==> src/rtl/cordic_sched_if.sv <==
// rtl/cordic_sched_if.sv - request/response and core-side bundle for the shared CORDIC scheduler
interface cordic_sched_if #(
    parameter int NREQ = 4,
    parameter int XW   = 31,
    parameter int AW   = 27
);
    logic [NREQ-1:0]    req_valid;
    logic [NREQ*XW-1:0] req_x;
    logic [NREQ*XW-1:0] req_y;
    logic [NREQ-1:0]    req_ready;
    logic [NREQ-1:0]    rsp_valid;
    logic [AW-1:0]      rsp_angle;
    logic               rsp_err;
    logic               core_start;
    logic [XW-1:0]      core_x;
    logic [XW-1:0]      core_y;
    logic               core_done;
    logic [AW-1:0]      core_angle;
    logic               busy;

    // Scheduler view: takes requests and core results, drives grants, responses and core operands.
    modport slave (
        input  req_valid, req_x, req_y, core_done, core_angle,
        output req_ready, rsp_valid, rsp_angle, rsp_err, core_start, core_x, core_y, busy
    );

    // Environment view: requesters plus the CORDIC core.
    modport master (
        output req_valid, req_x, req_y, core_done, core_angle,
        input  req_ready, rsp_valid, rsp_angle, rsp_err, core_start, core_x, core_y, busy
    );
endinterface

==> src/rtl/cordic_sched.sv <==
// rtl/cordic_sched.sv - round-robin owner of a single CORDIC angle core with watchdog abort
module cordic_sched #(
    parameter int NREQ    = 4,
    parameter int XW      = 31,
    parameter int AW      = 27,
    parameter int TIMEOUT = 64
) (
    input  logic          PCLK,
    input  logic          PRESET,
    cordic_sched_if.slave bus
);
    localparam int GW = (NREQ > 1) ? $clog2(NREQ) : 1;
    localparam int CW = (TIMEOUT > 1) ? $clog2(TIMEOUT) : 1;
    localparam logic [CW-1:0] CNT_LAST = CW'(TIMEOUT - 1);

    typedef enum logic [1:0] {IDLE, ISSUE, WAIT, RESP} state_t;

    state_t          state, state_nxt;
    logic [GW-1:0]   last_grant, last_grant_nxt;
    logic [GW-1:0]   pick, cand;
    logic            found;
    logic [CW-1:0]   cnt, cnt_nxt;

    logic [NREQ-1:0] req_ready_q, req_ready_nxt;
    logic [NREQ-1:0] rsp_valid_q, rsp_valid_nxt;
    logic [AW-1:0]   rsp_angle_q, rsp_angle_nxt;
    logic            rsp_err_q, rsp_err_nxt;
    logic            core_start_q, core_start_nxt;
    logic [XW-1:0]   core_x_q, core_x_nxt;
    logic [XW-1:0]   core_y_q, core_y_nxt;
    logic            busy_q, busy_nxt;

    // Rotating-priority search: first requester at or after last_grant+1, wrapping around.
    always_comb begin
        pick  = last_grant;
        cand  = '0;
        found = 1'b0;
        for (int k = 1; k <= NREQ; k++) begin
            cand = GW'((int'(last_grant) + k) % NREQ);
            if (!found && bus.req_valid[cand]) begin
                found = 1'b1;
                pick  = cand;
            end
        end
    end

    // Next state and next values of every registered output.
    always_comb begin
        state_nxt      = state;
        last_grant_nxt = last_grant;
        cnt_nxt        = cnt;
        req_ready_nxt  = '0;
        rsp_valid_nxt  = '0;
        core_start_nxt = 1'b0;
        rsp_angle_nxt  = rsp_angle_q;
        rsp_err_nxt    = rsp_err_q;
        core_x_nxt     = core_x_q;
        core_y_nxt     = core_y_q;

        case (state)
            IDLE: begin
                if (found) begin
                    last_grant_nxt = pick;
                    core_x_nxt     = bus.req_x[int'(pick)*XW +: XW];
                    core_y_nxt     = bus.req_y[int'(pick)*XW +: XW];
                    req_ready_nxt  = NREQ'(1) << pick;
                    core_start_nxt = 1'b1;
                    state_nxt      = ISSUE;
                end
            end
            ISSUE: begin
                cnt_nxt   = '0;
                state_nxt = WAIT;
            end
            WAIT: begin
                // A done arriving on the last watchdog cycle still counts as success.
                if (bus.core_done) begin
                    rsp_angle_nxt = bus.core_angle;
                    rsp_err_nxt   = 1'b0;
                    rsp_valid_nxt = NREQ'(1) << last_grant;
                    state_nxt     = RESP;
                end else if (cnt == CNT_LAST) begin
                    rsp_angle_nxt = '0;
                    rsp_err_nxt   = 1'b1;
                    rsp_valid_nxt = NREQ'(1) << last_grant;
                    state_nxt     = RESP;
                end else begin
                    cnt_nxt = cnt + CW'(1);
                end
            end
            RESP: begin
                state_nxt = IDLE;
            end
            default: begin
                state_nxt = IDLE;
            end
        endcase

        busy_nxt = (state_nxt != IDLE);
    end

    // State and output registers; reset drops any in-flight transaction silently.
    always_ff @(posedge PCLK or posedge PRESET) begin
        if (PRESET) begin
            state        <= IDLE;
            last_grant   <= GW'(NREQ - 1);
            cnt          <= '0;
            req_ready_q  <= '0;
            rsp_valid_q  <= '0;
            rsp_angle_q  <= '0;
            rsp_err_q    <= 1'b0;
            core_start_q <= 1'b0;
            core_x_q     <= '0;
            core_y_q     <= '0;
            busy_q       <= 1'b0;
        end else begin
            state        <= state_nxt;
            last_grant   <= last_grant_nxt;
            cnt          <= cnt_nxt;
            req_ready_q  <= req_ready_nxt;
            rsp_valid_q  <= rsp_valid_nxt;
            rsp_angle_q  <= rsp_angle_nxt;
            rsp_err_q    <= rsp_err_nxt;
            core_start_q <= core_start_nxt;
            core_x_q     <= core_x_nxt;
            core_y_q     <= core_y_nxt;
            busy_q       <= busy_nxt;
        end
    end

    assign bus.req_ready  = req_ready_q;
    assign bus.rsp_valid  = rsp_valid_q;
    assign bus.rsp_angle  = rsp_angle_q;
    assign bus.rsp_err    = rsp_err_q;
    assign bus.core_start = core_start_q;
    assign bus.core_x     = core_x_q;
    assign bus.core_y     = core_y_q;
    assign bus.busy       = busy_q;
endmodule

==> src/flat_wrapper.sv <==
// flat-port wrapper written by rule: the top's interface ports become plain ports
module cordic_sched_flat 
#(
    parameter int NREQ    = 4,
    parameter int XW      = 31,
    parameter int AW      = 27,
    parameter int TIMEOUT = 64
)
  (PCLK, PRESET, bus_req_valid, bus_req_x, bus_req_y, bus_core_done, bus_core_angle, bus_req_ready, bus_rsp_valid, bus_rsp_angle, bus_rsp_err, bus_core_start, bus_core_x, bus_core_y, bus_busy);
  cordic_sched_if #(.NREQ(NREQ), .XW(XW), .AW(AW)) bus_i ();
  input  logic PCLK;
  input  logic PRESET;
  input wire logic [$bits(bus_i.req_valid)-1:0] bus_req_valid;
  input wire logic [$bits(bus_i.req_x)-1:0] bus_req_x;
  input wire logic [$bits(bus_i.req_y)-1:0] bus_req_y;
  input wire logic [$bits(bus_i.core_done)-1:0] bus_core_done;
  input wire logic [$bits(bus_i.core_angle)-1:0] bus_core_angle;
  output wire logic [$bits(bus_i.req_ready)-1:0] bus_req_ready;
  output wire logic [$bits(bus_i.rsp_valid)-1:0] bus_rsp_valid;
  output wire logic [$bits(bus_i.rsp_angle)-1:0] bus_rsp_angle;
  output wire logic [$bits(bus_i.rsp_err)-1:0] bus_rsp_err;
  output wire logic [$bits(bus_i.core_start)-1:0] bus_core_start;
  output wire logic [$bits(bus_i.core_x)-1:0] bus_core_x;
  output wire logic [$bits(bus_i.core_y)-1:0] bus_core_y;
  output wire logic [$bits(bus_i.busy)-1:0] bus_busy;
  assign bus_i.req_valid = bus_req_valid;
  assign bus_i.req_x = bus_req_x;
  assign bus_i.req_y = bus_req_y;
  assign bus_i.core_done = bus_core_done;
  assign bus_i.core_angle = bus_core_angle;
  assign bus_req_ready = bus_i.req_ready;
  assign bus_rsp_valid = bus_i.rsp_valid;
  assign bus_rsp_angle = bus_i.rsp_angle;
  assign bus_rsp_err = bus_i.rsp_err;
  assign bus_core_start = bus_i.core_start;
  assign bus_core_x = bus_i.core_x;
  assign bus_core_y = bus_i.core_y;
  assign bus_busy = bus_i.busy;
  cordic_sched #(.NREQ(NREQ), .XW(XW), .AW(AW), .TIMEOUT(TIMEOUT)) u_core (.PCLK(PCLK), .PRESET(PRESET), .bus(bus_i));
endmodule
==> config.mk <==
export PLATFORM = sky130hd
export DESIGN_NAME = cordic_sched_flat
export DESIGN_NICKNAME = d
export VERILOG_FILES = /design/src/rtl/cordic_sched_if.sv /design/src/rtl/cordic_sched.sv /design/src/flat_wrapper.sv
export SDC_FILE = /design/constraint.sdc
export NUM_CORES = 1
export LEC_CHECK = 0
export ABC_CLOCK_PERIOD_IN_PS = 4400
export BUFFER_PORTS_ARGS = -buffer_cell sky130_fd_sc_hd__buf_2
export CORE_AREA = 2 2 146 148
export DETAILED_ROUTE_END_ITERATION = 7
export DIE_AREA = 0 0 148 150
export PLACE_DENSITY = 0.72
export SETUP_SLACK_MARGIN = 0.2
export SKIP_CTS_REPAIR_TIMING = 1
export SYNTH_ARGS = -nofsm -noshare
export SYNTH_HDL_FRONTEND = slang
export SYNTH_SLANG_ARGS = --single-unit
export TNS_END_PERCENT = 100
==> constraint.sdc <==
create_clock -name PCLK -period 4.4 [get_ports PCLK]
set_input_delay 0.66 -clock PCLK [delete_from_list [all_inputs] [get_ports PCLK]]
set_output_delay 0.66 -clock PCLK [all_outputs]
set_load 0.005 [all_outputs]
## Word level (Yosys, flattened, before mapping)

Cells that the tools add are included.

| word-level totals | value |
|---|---|
| register bits | 110 |
| bits in latches | 0 |
| memory bits (writable) | 0 |
| ROM bits | 0 |
| input port bits | 282 |
| output and inout port bits | 100 |
| memories | 0 |

| operators by class | value |
|---|---|
| $add $sub $neg | 5 |
| multipliers | 1 |
| divide/modulo/power cells | 0 |
| $lt $le $gt $ge | 4 |
| equality and inequality tests | 6 |
| shift operators | 4 |
| mux-type cells | 34 |
| bitwise gates (word level) | 0 |
| reductions and logical operators | 13 |

Operators with widths:

| kind | number |
|---|---|
| variable part select 124 x 32 -> 31 bit | 2 |
| 2-to-1 mux 27 bit | 2 |
| 2-to-1 mux 4 bit | 5 |
| 2-to-1 mux 2 bit | 7 |
| < comparator 2 x 3 -> 1 bit (second input constant) | 4 |
| 2-to-1 mux 1 bit | 12 |
| 2-to-1 mux 6 bit | 2 |
| case mux 6 bit (2 select lines) | 1 |
| binary-select mux 1 bit (select 2 bit) | 4 |
| case mux 2 bit (4 select lines) | 1 |
| << shifter 1 x 2 -> 4 bit (first input constant) | 2 |
| multiplier 2 x 5 -> 7 bit (second input constant) | 1 |
| adder 6 x 1 -> 6 bit (second input constant) | 1 |
| == test 6 bit (second input constant) | 1 |
| nonzero test 2 bit | 3 |
| adder 2 x 1 -> 2 bit (second input constant) | 2 |
| adder 2 bit (second input constant) | 2 |
| == test 2 bit (second input constant) | 2 |
| inequality test 2 bit (second input constant) | 2 |
| AND reduction 2 bit | 2 |
| logical AND 1 bit | 3 |
| logical NOT 1 bit | 3 |
| AND reduction 3 bit | 1 |
| == test 2 x 1 -> 1 bit (second input constant) | 1 |
| logical NOT 2 bit | 1 |

## Longest topological paths before layout

Gate-level depths: netlist (run 1).

| depth | value |
|---|---|
| depth in word-level cells | 16 |
| gate-level depth with buffers | 11 |
| mapped depth without buffers | 8 |

## Least setup slack after synthesis (run 1)

Ideal clock, no wire load.

| timing path | value |
|---|---|
| path kind | register to register |
| from | register u_core.last_grant[0] |
| to | register u_core.core_y_q[10] (netlist: u_core.bus.core_y[10]) |
| setup time | 133 ps |
| arrival time | 2641 ps |
| required time | 4267 ps |
| setup slack | 1625 ps |
| stages on the path, launching flop included | 11 |
| path buffers | 3 |
| clock period less this slack | 2775 ps |
| path through | dfstp_2 buf_6 inv_2 ha_1 mux4_2 a21oi_4 xnor2_4 buf_6 buf_2 mux2i_1 o221ai_2 |

| on the way | value |
|---|---|
| word-level cells in the longest chain between the ends | 15 |
| elaborated cells between the ends (all ways) | 29 |

Ends and longest elaborated chain:

| what | RTL line | RTL |
|---|---|---|
| start, declared | cordic_sched.sv:19 | `logic [GW-1:0] last_grant, last_grant_nxt;` |
| start signal, assigned | cordic_sched.sv:106 | `last_grant <= GW'(NREQ - 1);` |
| start signal, assigned | cordic_sched.sv:118 | `last_grant <= last_grant_nxt;` |
| adder 2 x 1 -> 2 bit | cordic_sched.sv:39 | `cand = GW'((int'(last_grant) + k) % NREQ);` |
| binary-select mux 1 bit (select 2 bit) | cordic_sched.sv:40 | `if (!found && bus.req_valid[cand]) begin` |
| 2-to-1 mux 1 bit (not written as such) | cordic_sched.sv:40 |  |
| 2-to-1 mux 1 bit | cordic_sched.sv:40 |  |
| logical NOT 1 bit | cordic_sched.sv:40 |  |
| logical AND 1 bit | cordic_sched.sv:40 |  |
| 2-to-1 mux 1 bit | cordic_sched.sv:40 |  |
| logical NOT 1 bit | cordic_sched.sv:40 |  |
| logical AND 1 bit | cordic_sched.sv:40 |  |
| 2-to-1 mux 1 bit | cordic_sched.sv:40 |  |
| logical NOT 1 bit | cordic_sched.sv:40 |  |
| logical AND 1 bit | cordic_sched.sv:40 |  |
| 2-to-1 mux 2 bit | cordic_sched.sv:40 |  |
| multiplier 2 x 5 -> 7 bit | cordic_sched.sv:65 | `core_y_nxt = bus.req_y[int'(pick)*XW +: XW];` |
| variable part select 124 x 32 -> 31 bit | cordic_sched.sv:65 |  |
| end signal, assigned | cordic_sched.sv:126 | `core_y_q <= core_y_nxt;` |
| end, declared | cordic_sched.sv:30 | `logic [XW-1:0] core_y_q, core_y_nxt;` |

Parallel ways exist; a longest one is shown, timed or not. The select of a mux whose other input is x is not followed.
A chain may end at the register's enable or synchronous reset.

## Final worst setup path (run 1)

| timing path | value |
|---|---|
| from | register u_core.last_grant[0] |
| to | register u_core.core_y_q[1] (netlist: u_core.bus.core_y[1]) |

Same word-level chain as after synthesis.

==> results of run 1 <==
-- stage by stage --
step	hold slack, ns	instances	setup WS (ns)	instance area, um2
2_1_floorplan	0.478	521	0.841	6290
3_5_place_dp	0.468	1154	1.15	8500
4_1_cts	0.225	1170	1.14	8810
3_3_place_gp	0.463	1154	1.24	8500
5_1_grt	0.235	1170	0.994	8810
6_report	0.231	1170	1.18	8810
-- path summary, 6_finish.rpt --
| path | cells after the start | endpoint |
|---|---|---|
| worst max-delay path | 9 | u_core.bus.core_y[1] |
| worst min-delay path | 2 | u_core.bus.rsp_angle[19] |
| worst max register to register | 9 | u_core.bus.core_y[1] |
| max in group asynchronous | 3 | u_core.bus.core_y[27] |
| min in group PCLK | 2 | u_core.bus.core_x[21] |
| worst min register to register | 2 | u_core.bus.core_x[21] |
-- cells by family after synthesis --
| kind of cell | share of synthesized area |
|---|---|
| mux | 0.219 |
| compound gates | 0.204 |
| flops | 0.438 |
| simple gates | 0.0642 |
| buf+inv | 0.0495 |
| fa+ha+maj | 0.0159 |
| xor+xnor | 0.00994 |
-- synthesized netlist by cell type --
master	number	area, um2
o221ai_1	4	35.0
and3_1	1	6.26
a31oi_1	2	12.5
clkinv_1	1	3.75
mux4_2	4	90.1
buf_4	4	30.0
mux2_1	4	45.0
ha_1	8	100
o21ai_0	6	30.0
nand2_1	71	267
or3b_1	1	8.76
inv_2	2	7.51
a21oi_4	1	16.3
clkbuf_1	11	41.3
xnor2_4	1	27.5
xnor2_1	2	17.5
a311o_1	1	10.0
dfrtp_1	108	2700
nand2b_1	1	6.26
nand3_1	6	30.0
o211ai_1	2	15.0
and2_1	2	12.5
nor2_1	13	48.8
xor2_1	2	17.5
mux2i_1	124	1240
buf_6	9	101
a22o_1	27	236
dfstp_2	2	52.6
o221ai_2	58	871
o21ai_1	4	20.0
a21oi_1	6	30.0
or3_1	2	12.5
inv_1	10	37.5
buf_2	18	90.1
o22a_1	1	8.76
or2_1	1	6.26
nor2b_1	1	6.26
-- per-layer routing --
| metal | vias up | share of wire | track usage | wire (um) |
|---|---|---|---|---|
| li1 | 2693 | - | - | - |
| met1 | 2675 | 0.42 | 0.207 | 8120 |
| met2 | 237 | 0.50 | 0.283 | 9720 |
| met3 | 20 | 0.073 | 0.0457 | 1420 |
| met4 | 2 | 0.011 | 0.0376 | 221 |
| met5 | - | 0.00067 | 0 | 13 |
-- registers in the layout, summed over array words and instances, names as in the netlist --
register and flops:
u_core.bus.core_start 1, u_core.last_grant 2, u_core.bus.rsp_err 1, u_core.bus.core_x 31
u_core.bus.core_y 31, u_core.bus.rsp_valid 4, u_core.cnt 6, u_core.bus.busy 1
u_core.state 2, u_core.bus.rsp_angle 27, u_core.bus.req_ready 4
-- power by group through the flow --
stage	Sequential, mW	Clock [mW]	Combinational, mW
global route	1.84	0.906	5.34
finish	1.78	0.826	4.92
CTS	1.78	0.863	5.01
floorplan	1.78	0	3.62
global placement	1.78	0	4.91
detailed placement	1.78	0	5.02
-- worst register-to-register path, stage by stage, from the launching register on --
cell	delay, ns
dfstp_2	0.71
inv_2	0.16
ha_1	0.39
mux4_2	0.37
nor2_1	0.11
a31oi_1	0.05
o22a_1	0.26
o21ai_4	0.16
buf_4	0.59
o221ai_1	0.28
-- final cells by class --
class / count / area share
multi-input cells: 356 / 0.369
flip-flops and latches: 110 / 0.313
repair buffers: 400 / 0.238
well taps: 275 / 0.0391
clock buffers: 9 / 0.0256
clock inverters: 7 / 0.00895
inverters: 13 / 0.00582
==> impl_metrics.yaml, run 1 <==
synth:
  yosysWarnings: 0
  synth_area_um2: 6290
  synth_cells: 521
  yosysSeqAreaShare: 0.438
  synth_nets: 811
  yosysUniqueCellTypes: 37
  ys_seq_elements: 110
  synth.avg_cell_area_um2: 12.1
worst_setup_path:
  cp_slowest_cell: "dfstp_2"
  crit_arrival_ns: 3.43
  cp_max_fo: 42
  critPathCaptureType: "flip-flop"
  critPathBufInv: 2
  r2r_slack_ns: 1.18
  critical_path_required_ns: 4.60
  cp_top_family: "buffers and inverters"
  worstSetupStartpointType: "flip-flop"
  r2r_start: "u_core.last_grant[0]"
  crit_chain: "inv_2, ha_1, mux4_2, nor2_1, a31oi_1, o22a_1, o21ai_4, buf_4, o221ai_1"
  slowest_delay_ns: 0.71
  critical_path_class: "flip-flop to flip-flop"
  cp-startpoint: "u_core.last_grant[0]"
timing:
  fin_worst_skew_ns: 0.0100
  slew_violations: 0
  setup_tns_ns: 0
  hold_viol_final: 0
  post-route-period-util: 0.733
  max_freq_mhz: 310
  finalSetupViolCount: 0
  period_needed_ns: 3.22
  max_slew_margin: 0.186
  tightest_slew_ns: 1.22
  rsz0062_at_grt: "false"
route:
  drc_errors: 0
  wire_per_inst_um: 16.7
  drt_wl_total_mm: 19.5
  vias: 5627
  ant_nets: 0
  dr.pass1.iters: 4
  drt_iter0_markers: 191
  via_per_inst: 4.81
clock_tree:
  cts_buffers: 9
  cts_max_level: 3
  tritoncts: "done"
  cts_root_buf: "clkbuf_16"
  cts_buffer_depth: 2
  clk_pin_slew_ns: 0.08
  clock-sinks: 110
  clk_latency_ns: 0.36
grt:
  grt_overflow_total: 0
  grt_first_pass_wirelength_mm: 28.7
  grt_max_degree: 47
  antenna_found_initial: 1
  grt_pass1_vias: 5545
  grt_usage: 0.165
final_layout:
  utilization: 0.426
  seq_area_um2: 2760
  layout_common_cells: "381 x buf_2, 124 x mux2i_1, 108 x dfrtp_1"
  nFillCells: 1994
  num_antenna_cells: 0
  drive_gt1_frac: 0.545
  nets: 1180
  multi_input_area_um2: 3250
  area_delta_synth_final_pct: 39.9
  layout_commonest_cell: "buf_2"
power_and_ir_drop:
  p_seq_frac: 0.236
  swShare: 0.434
  switchingPower_mw: 3.27
  p_leak_nw: 4.58
  clkPwrFrac: 0.110
  p_int_mw: 4.25
  p_comb_frac: 0.654
  p_total_mw: 7.52
  power.density_nw_per_um2: 854
  ir_drop_mv: 0.375
place:
  hpwl_mm: 15.0
  gp_routability_congestion: 0.782
  portBuffers: 381
floorplan:
  dieArea_um2: 22200
  die_y_um: 150
  core_um2: 20700
  rows: 53
  ios: 382
  start_util: 0.304
  die_w_um: 148
run_status:
  status: "complete, no violations"
min_path:
  hold_path.class: "input port to async pin"
job:
  maxCapViolCount: 0
Power figures use the tool's default switching activity.
==> run 2: changes to the inputs <==
--- a/config.mk
+++ b/config.mk
@@ -5,11 +5,11 @@
 export SDC_FILE = /design/constraint.sdc
 export NUM_CORES = 1
 export LEC_CHECK = 0
-export ABC_CLOCK_PERIOD_IN_PS = 4400
+export ABC_CLOCK_PERIOD_IN_PS = 2610
 export BUFFER_PORTS_ARGS = -buffer_cell sky130_fd_sc_hd__buf_2
-export CORE_AREA = 2 2 146 148
+export CORE_AREA = 2 2 149 151
 export DETAILED_ROUTE_END_ITERATION = 7
-export DIE_AREA = 0 0 148 150
+export DIE_AREA = 0 0 151 153
 export PLACE_DENSITY = 0.72
 export SETUP_SLACK_MARGIN = 0.2
 export SKIP_CTS_REPAIR_TIMING = 1
==> constraint.sdc (replaced) <==
create_clock -name PCLK -period 2.61 [get_ports PCLK]
set_input_delay 0.3915 -clock PCLK [delete_from_list [all_inputs] [get_ports PCLK]]
set_output_delay 0.3915 -clock PCLK [all_outputs]
set_load 0.005 [all_outputs]
==> run 2 against run 1 <==
  * The flow now finishes with violations (setup timing)
  * Critical endpoint is now u_core.bus.core_x[17]
  * Utilization grew 3.5 points
  * Via count grew 9.2%
  * First-iteration DRC count grew 30%
  * Power grew 120%
  * Sequential power grew 67%
  * Hold slack lost 0.022 ns
  * Setup slack lost 1.3 ns
  * Routed wire length grew 18%
  * Largest cell class unchanged
==> impl_metrics.yaml, run 2 (synthesis gave the netlist of run 1 again) <==
grt:
  grt_pass1_vias: 6017
  grt_first_pass_wirelength_mm: 31.4
  grt_max_degree: 111
  grt_overflow_total: 0
  grt_usage: 0.175
  antenna_found_initial: 7
floorplan:
  start_util: 0.293
  core_um2: 21500
  rows: 54
  die_w_um: 151
  die_y_um: 153
  ios: 382
  dieArea_um2: 23100
clock_tree:
  clk_latency_ns: 0.35
  cts_root_buf: "clkbuf_16"
  cts_max_level: 3
  tritoncts: "done"
  clk_pin_slew_ns: 0.07
  cts_buffer_depth: 2
  cts_buffers: 9
  clock-sinks: 110
min_path:
  hold_path.class: "input port to async pin"
power_and_ir_drop:
  ir_drop_mv: 0.783
  p_leak_nw: 5.00
  power.density_nw_per_um2: 1640
final_layout:
  seq_area_um2: 2760
  layout_common_cells: "381 x buf_2, 108 x dfrtp_1, 100 x mux2i_1"
  nFillCells: 1984
  nets: 1245
  drive_gt1_frac: 0.607
  area_delta_synth_final_pct: 57.1
  layout_commonest_cell: "buf_2"
  multi_input_area_um2: 3500
route:
  drt_iter0_markers: 249
  ant_nets: 0
  vias: 6147
  drt_wl_total_mm: 23.1
  drc_errors: 0
  via_per_inst: 4.94
  wire_per_inst_um: 18.5
  dr.pass1.iters: 5
place:
  hpwl_mm: 16.4
  gp_routability_congestion: 0.839
  portBuffers: 381
  place_ws_ns: -0.0742
worst_setup_path:
  critical_path_required_ns: 2.82
  r2r_start: "u_core.last_grant[0]"
  critPathCaptureType: "flip-flop"
  cp_slowest_cell: "dfstp_2"
  critPathBufInv: 2
  cp_max_fo: 17
  worstSetupStartpointType: "flip-flop"
  crit_chain: "buf_4, mux4_2, or3_4, a21oi_2, or3b_4, buf_12, o221ai_2"
  cp_top_family: "simple AND/OR/NAND/NOR gates"
  slowest_delay_ns: 0.63
  cp-startpoint: "u_core.last_grant[0]"
  crit_arrival_ns: 2.92
  critical_path_class: "flip-flop to flip-flop"
timing:
  rsz0062_at_grt: "true"
  max_slew_margin: 0.605
  setup_slack_ns: -0.0993
  period_needed_ns: 2.71
  post-route-period-util: 1.04
  slew_violations: 0
  hold_viol_final: 0
  max_freq_mhz: 369
  finalSetupViolCount: 63
  fin_worst_skew_ns: 0.00999
  tightest_slew_ns: 0.593
  setup_tns_ns: -4.00
job:
  maxCapViolCount: 0
run_status:
  status: "finished, violations left"
  violations: "setup timing"
run 2: per-layer routing:
layer / part of all wire / global-route usage / vias up
li1: - / - / 2836
met1: 0.38 / 0.198 / 2957
met4: 0.031 / 0.0685 / 0
met3: 0.083 / 0.0484 / 47
met5: 0 / 0 / -
met2: 0.51 / 0.308 / 307
run 2: area by class of cell:
class                           instances  share of cell area
Inverter                               13             0.00607
Sequential cell                       110               0.279
Antenna cell                            6             0.00152
Clock inverter                          6             0.00721
Clock buffer                            9              0.0228
Timing Repair Buffer                  464               0.294
Multi-Input combinational cell        357               0.354
Tap cell                              280              0.0354
run 2: worst paths after layout:
| path | to | slack, ns | cells after the start |
|---|---|---|---|
| min in group PCLK | u_core.bus.rsp_angle[6] | 0.25 | 2 |
| min reg2reg | u_core.bus.core_x[3] | 0.49 | 2 |
| max in group asynchronous | u_core.bus.core_x[17] | 1.95 | 3 |
| max | u_core.bus.core_x[17] | -0.1 | 7 |
| min | u_core.bus.core_y[7] | 0.21 | 3 |
| max reg2reg | u_core.bus.core_x[17] | -0.1 | 7 |
run 2: worst reg2reg max path: stages (launching register included):
cell,delay [ns]
dfstp_2,0.63
buf_4,0.15
mux4_2,0.54
or3_4,0.43
a21oi_2,0.23
or3b_4,0.27
buf_12,0.21
o221ai_2,0.11
run 2: report_power, final:
part | internal (mW) | leakage (nW) | switching [mW]
combinational | 6.38 | 3.48 | 5.43
sequential | 2.53 | 1.37 | 0.450
clock | 0.749 | 0.143 | 0.661
run 2: stage by stage:
stage	area, um2	hold WS [ns]	power (mW)	utilization	cells
floorplan	6380	0.478	9.30	-	521
global placement	8950	0.466	12.6	0.416	1198
detailed placement	8950	0.468	12.8	0.416	1198
CTS	9250	0.225	14.2	0.430	1213
global route	9890	0.234	17.2	0.460	1245
finish	9890	0.208	16.2	0.460	1245
==> run 3: changes to the inputs <==
--- a/config.mk
+++ b/config.mk
@@ -11,6 +11,7 @@
 export DETAILED_ROUTE_END_ITERATION = 7
 export DIE_AREA = 0 0 151 153
 export PLACE_DENSITY = 0.72
+export RECOVER_POWER = 100
 export SETUP_SLACK_MARGIN = 0.2
 export SKIP_CTS_REPAIR_TIMING = 1
 export SYNTH_ARGS = -nofsm -noshare
==> run 3 against run 2 <==
  * The run ends with capacitance limit, slew limit, setup timing left
  * Setup slack gained 0.0069 ns
  * Via count shrank 0.11%
  * Clock power is essentially flat
  * Critical path type unchanged
  * Utilization shrank 0.50 points
  * First-iteration DRC count grew 19%
  * Flip-flop and latch count is the same
  * Highest routed layer unchanged
  * Largest cell class unchanged
==> impl_metrics.yaml, run 3 (synthesis gave the netlist of run 1 again) <==
run_status:
  status: "finished, violations left"
  violations: "capacitance limit, slew limit, setup timing"
power_and_ir_drop:
  ir_drop_mv: 0.778
  clkPwrFrac: 0.088
  swShare: 0.408
  p_total_mw: 16.1
  p_seq_frac: 0.186
  p_int_mw: 9.52
  p_leak_nw: 4.75
  power.density_nw_per_um2: 1640
  switchingPower_mw: 6.55
  p_comb_frac: 0.726
route:
  wire_per_inst_um: 18.5
  drt_iter0_markers: 296
  via_per_inst: 4.93
  drc_errors: 0
  dr.pass1.iters: 4
  vias: 6140
  drt_wl_total_mm: 23.0
  drt-met1-wl_mm: 8.72
  dr_wl_met3_mm: 1.96
  dr_wl_met2_mm: 11.6
  routed.top_layer: "met4"
  ant_nets: 0
timing:
  hold_viol_final: 0
  tightest_slew_ns: 1.52
  slew_violations: 111
  setup_tns_ns: -3.82
  setup_slack_ns: -0.0924
  hold-worst-slack_ns: 0.249
  max_freq_mhz: 370
  finalSetupViolCount: 64
  period_needed_ns: 2.70
  fin_worst_skew_ns: 0.00997
  max_slew_margin: -0.0135
  rsz0062_at_grt: "true"
  post-route-period-util: 1.04
grt:
  grt_first_pass_wirelength_mm: 31.4
  grt_usage: 0.175
  grt_pass1_vias: 6017
  antenna_found_initial: 7
  grt_overflow_total: 0
  grt_max_degree: 111
worst_setup_path:
  slowest_delay_ns: 0.63
  worstSetupStartpointType: "flip-flop"
  cp_max_fo: 8
  critical_path_required_ns: 2.88
  cp_slowest_cell: "dfstp_2"
  critical_path_class: "flip-flop to flip-flop"
  crit_chain: "inv_8, ha_4, mux4_2, nor2_1, a31oi_1, o22a_2, or3b_4, buf_4, o221ai_2"
  crit_arrival_ns: 2.98
  critPathCaptureType: "flip-flop"
clock_tree:
  clk_latency_ns: 0.35
  clk_pin_slew_ns: 0.08
  clock-sinks: 110
  tritoncts: "done"
  cts_buffer_depth: 2
  cts_max_level: 3
  cts_root_buf: "clkbuf_16"
  cts_buffers: 9
final_layout:
  area_delta_synth_final_pct: 55.5
  nFillCells: 2019
  nets: 1245
  seq_area_um2: 2760
  layout_common_cells: "308 x buf_2, 108 x dfrtp_1, 100 x mux2i_1"
  drive_gt1_frac: 0.531
  layout_commonest_cell: "buf_2"
  multi_input_area_um2: 3500
place:
  place_ws_ns: -0.0742
  gp_routability_congestion: 0.839
  portBuffers: 381
  hpwl_mm: 16.4
floorplan:
  start_util: 0.293
  rows: 54
  die_w_um: 151
  core_um2: 21500
  ios: 382
  dieArea_um2: 23100
  die_y_um: 153
min_path:
  hold_path.class: "input port to flip-flop"
job:
  maxCapViolCount: 1
## run 3: cell count changes in the layout (fill, tap and decap cells not counted), sizes merged
cell | before | now
clkbuf | 17 | 92
buf | 456 | 381
## run 3: routing by layer
| layer | global-route usage | vias to the layer above |
|---|---|---|
| met5 | 0 | - |
| met4 | 0.0685 | 0 |
| met3 | 0.0484 | 46 |
| met2 | 0.308 | 308 |
| met1 | 0.198 | 2951 |
| li1 | - | 2835 |
## run 3: critical path, delay by kind of cell (launching register included)
family / cells / cell delay [ns]
DFF: 1 / 0.63
and+or+nand+nor: 2 / 0.60
AOI/OAI and AO/OA: 3 / 0.51
muxes: 1 / 0.35
adders and majority gates: 1 / 0.27
buffers and inverters: 2 / 0.26
## run 3: final timing paths
kind	start	end	slack, ns	depth (start not counted)
max reg2reg	u_core.last_grant[0]	u_core.bus.core_x[29]	-0.09	9
min	bus_core_angle[15]	u_core.bus.rsp_angle[15]	0.25	2
max	u_core.last_grant[0]	u_core.bus.core_x[29]	-0.09	9
min in group asynchronous	PRESET	u_core.bus.core_y[7]	0.59	3
max in group asynchronous	PRESET	u_core.bus.core_x[17]	1.07	3
min reg2reg	u_core.bus.core_x[0]	u_core.bus.core_x[0]	0.49	2
## run 3: final cells by class
class	instances	share of cell area
inverter	13	0.00614
tap	280	0.0358
clock buffer	9	0.0230
timing repair buffer	464	0.287
clock inverter	6	0.00729
antenna	6	0.00153
sequential	110	0.282
multi-input combinational	357	0.358
## run 3: through the flow
step           cell area (um2)  instances   util
2_1_floorplan             6380        521      -
3_3_place_gp              8950       1198  0.416
3_5_place_dp              8950       1198  0.416
4_1_cts                   9250       1213  0.430
5_1_grt                   9790       1245  0.455
6_report                  9790       1245  0.455
## run 3: power groups by stage
stage               Combinational, mW  Sequential, mW  Clock [mW]
floorplan                        6.30            3.00           0
global placement                 9.56            2.99           0
detailed placement               9.81            2.97           0
CTS                              9.80            2.98        1.46
global route                     12.4            3.08        1.55
finish                           11.7            3.00        1.41
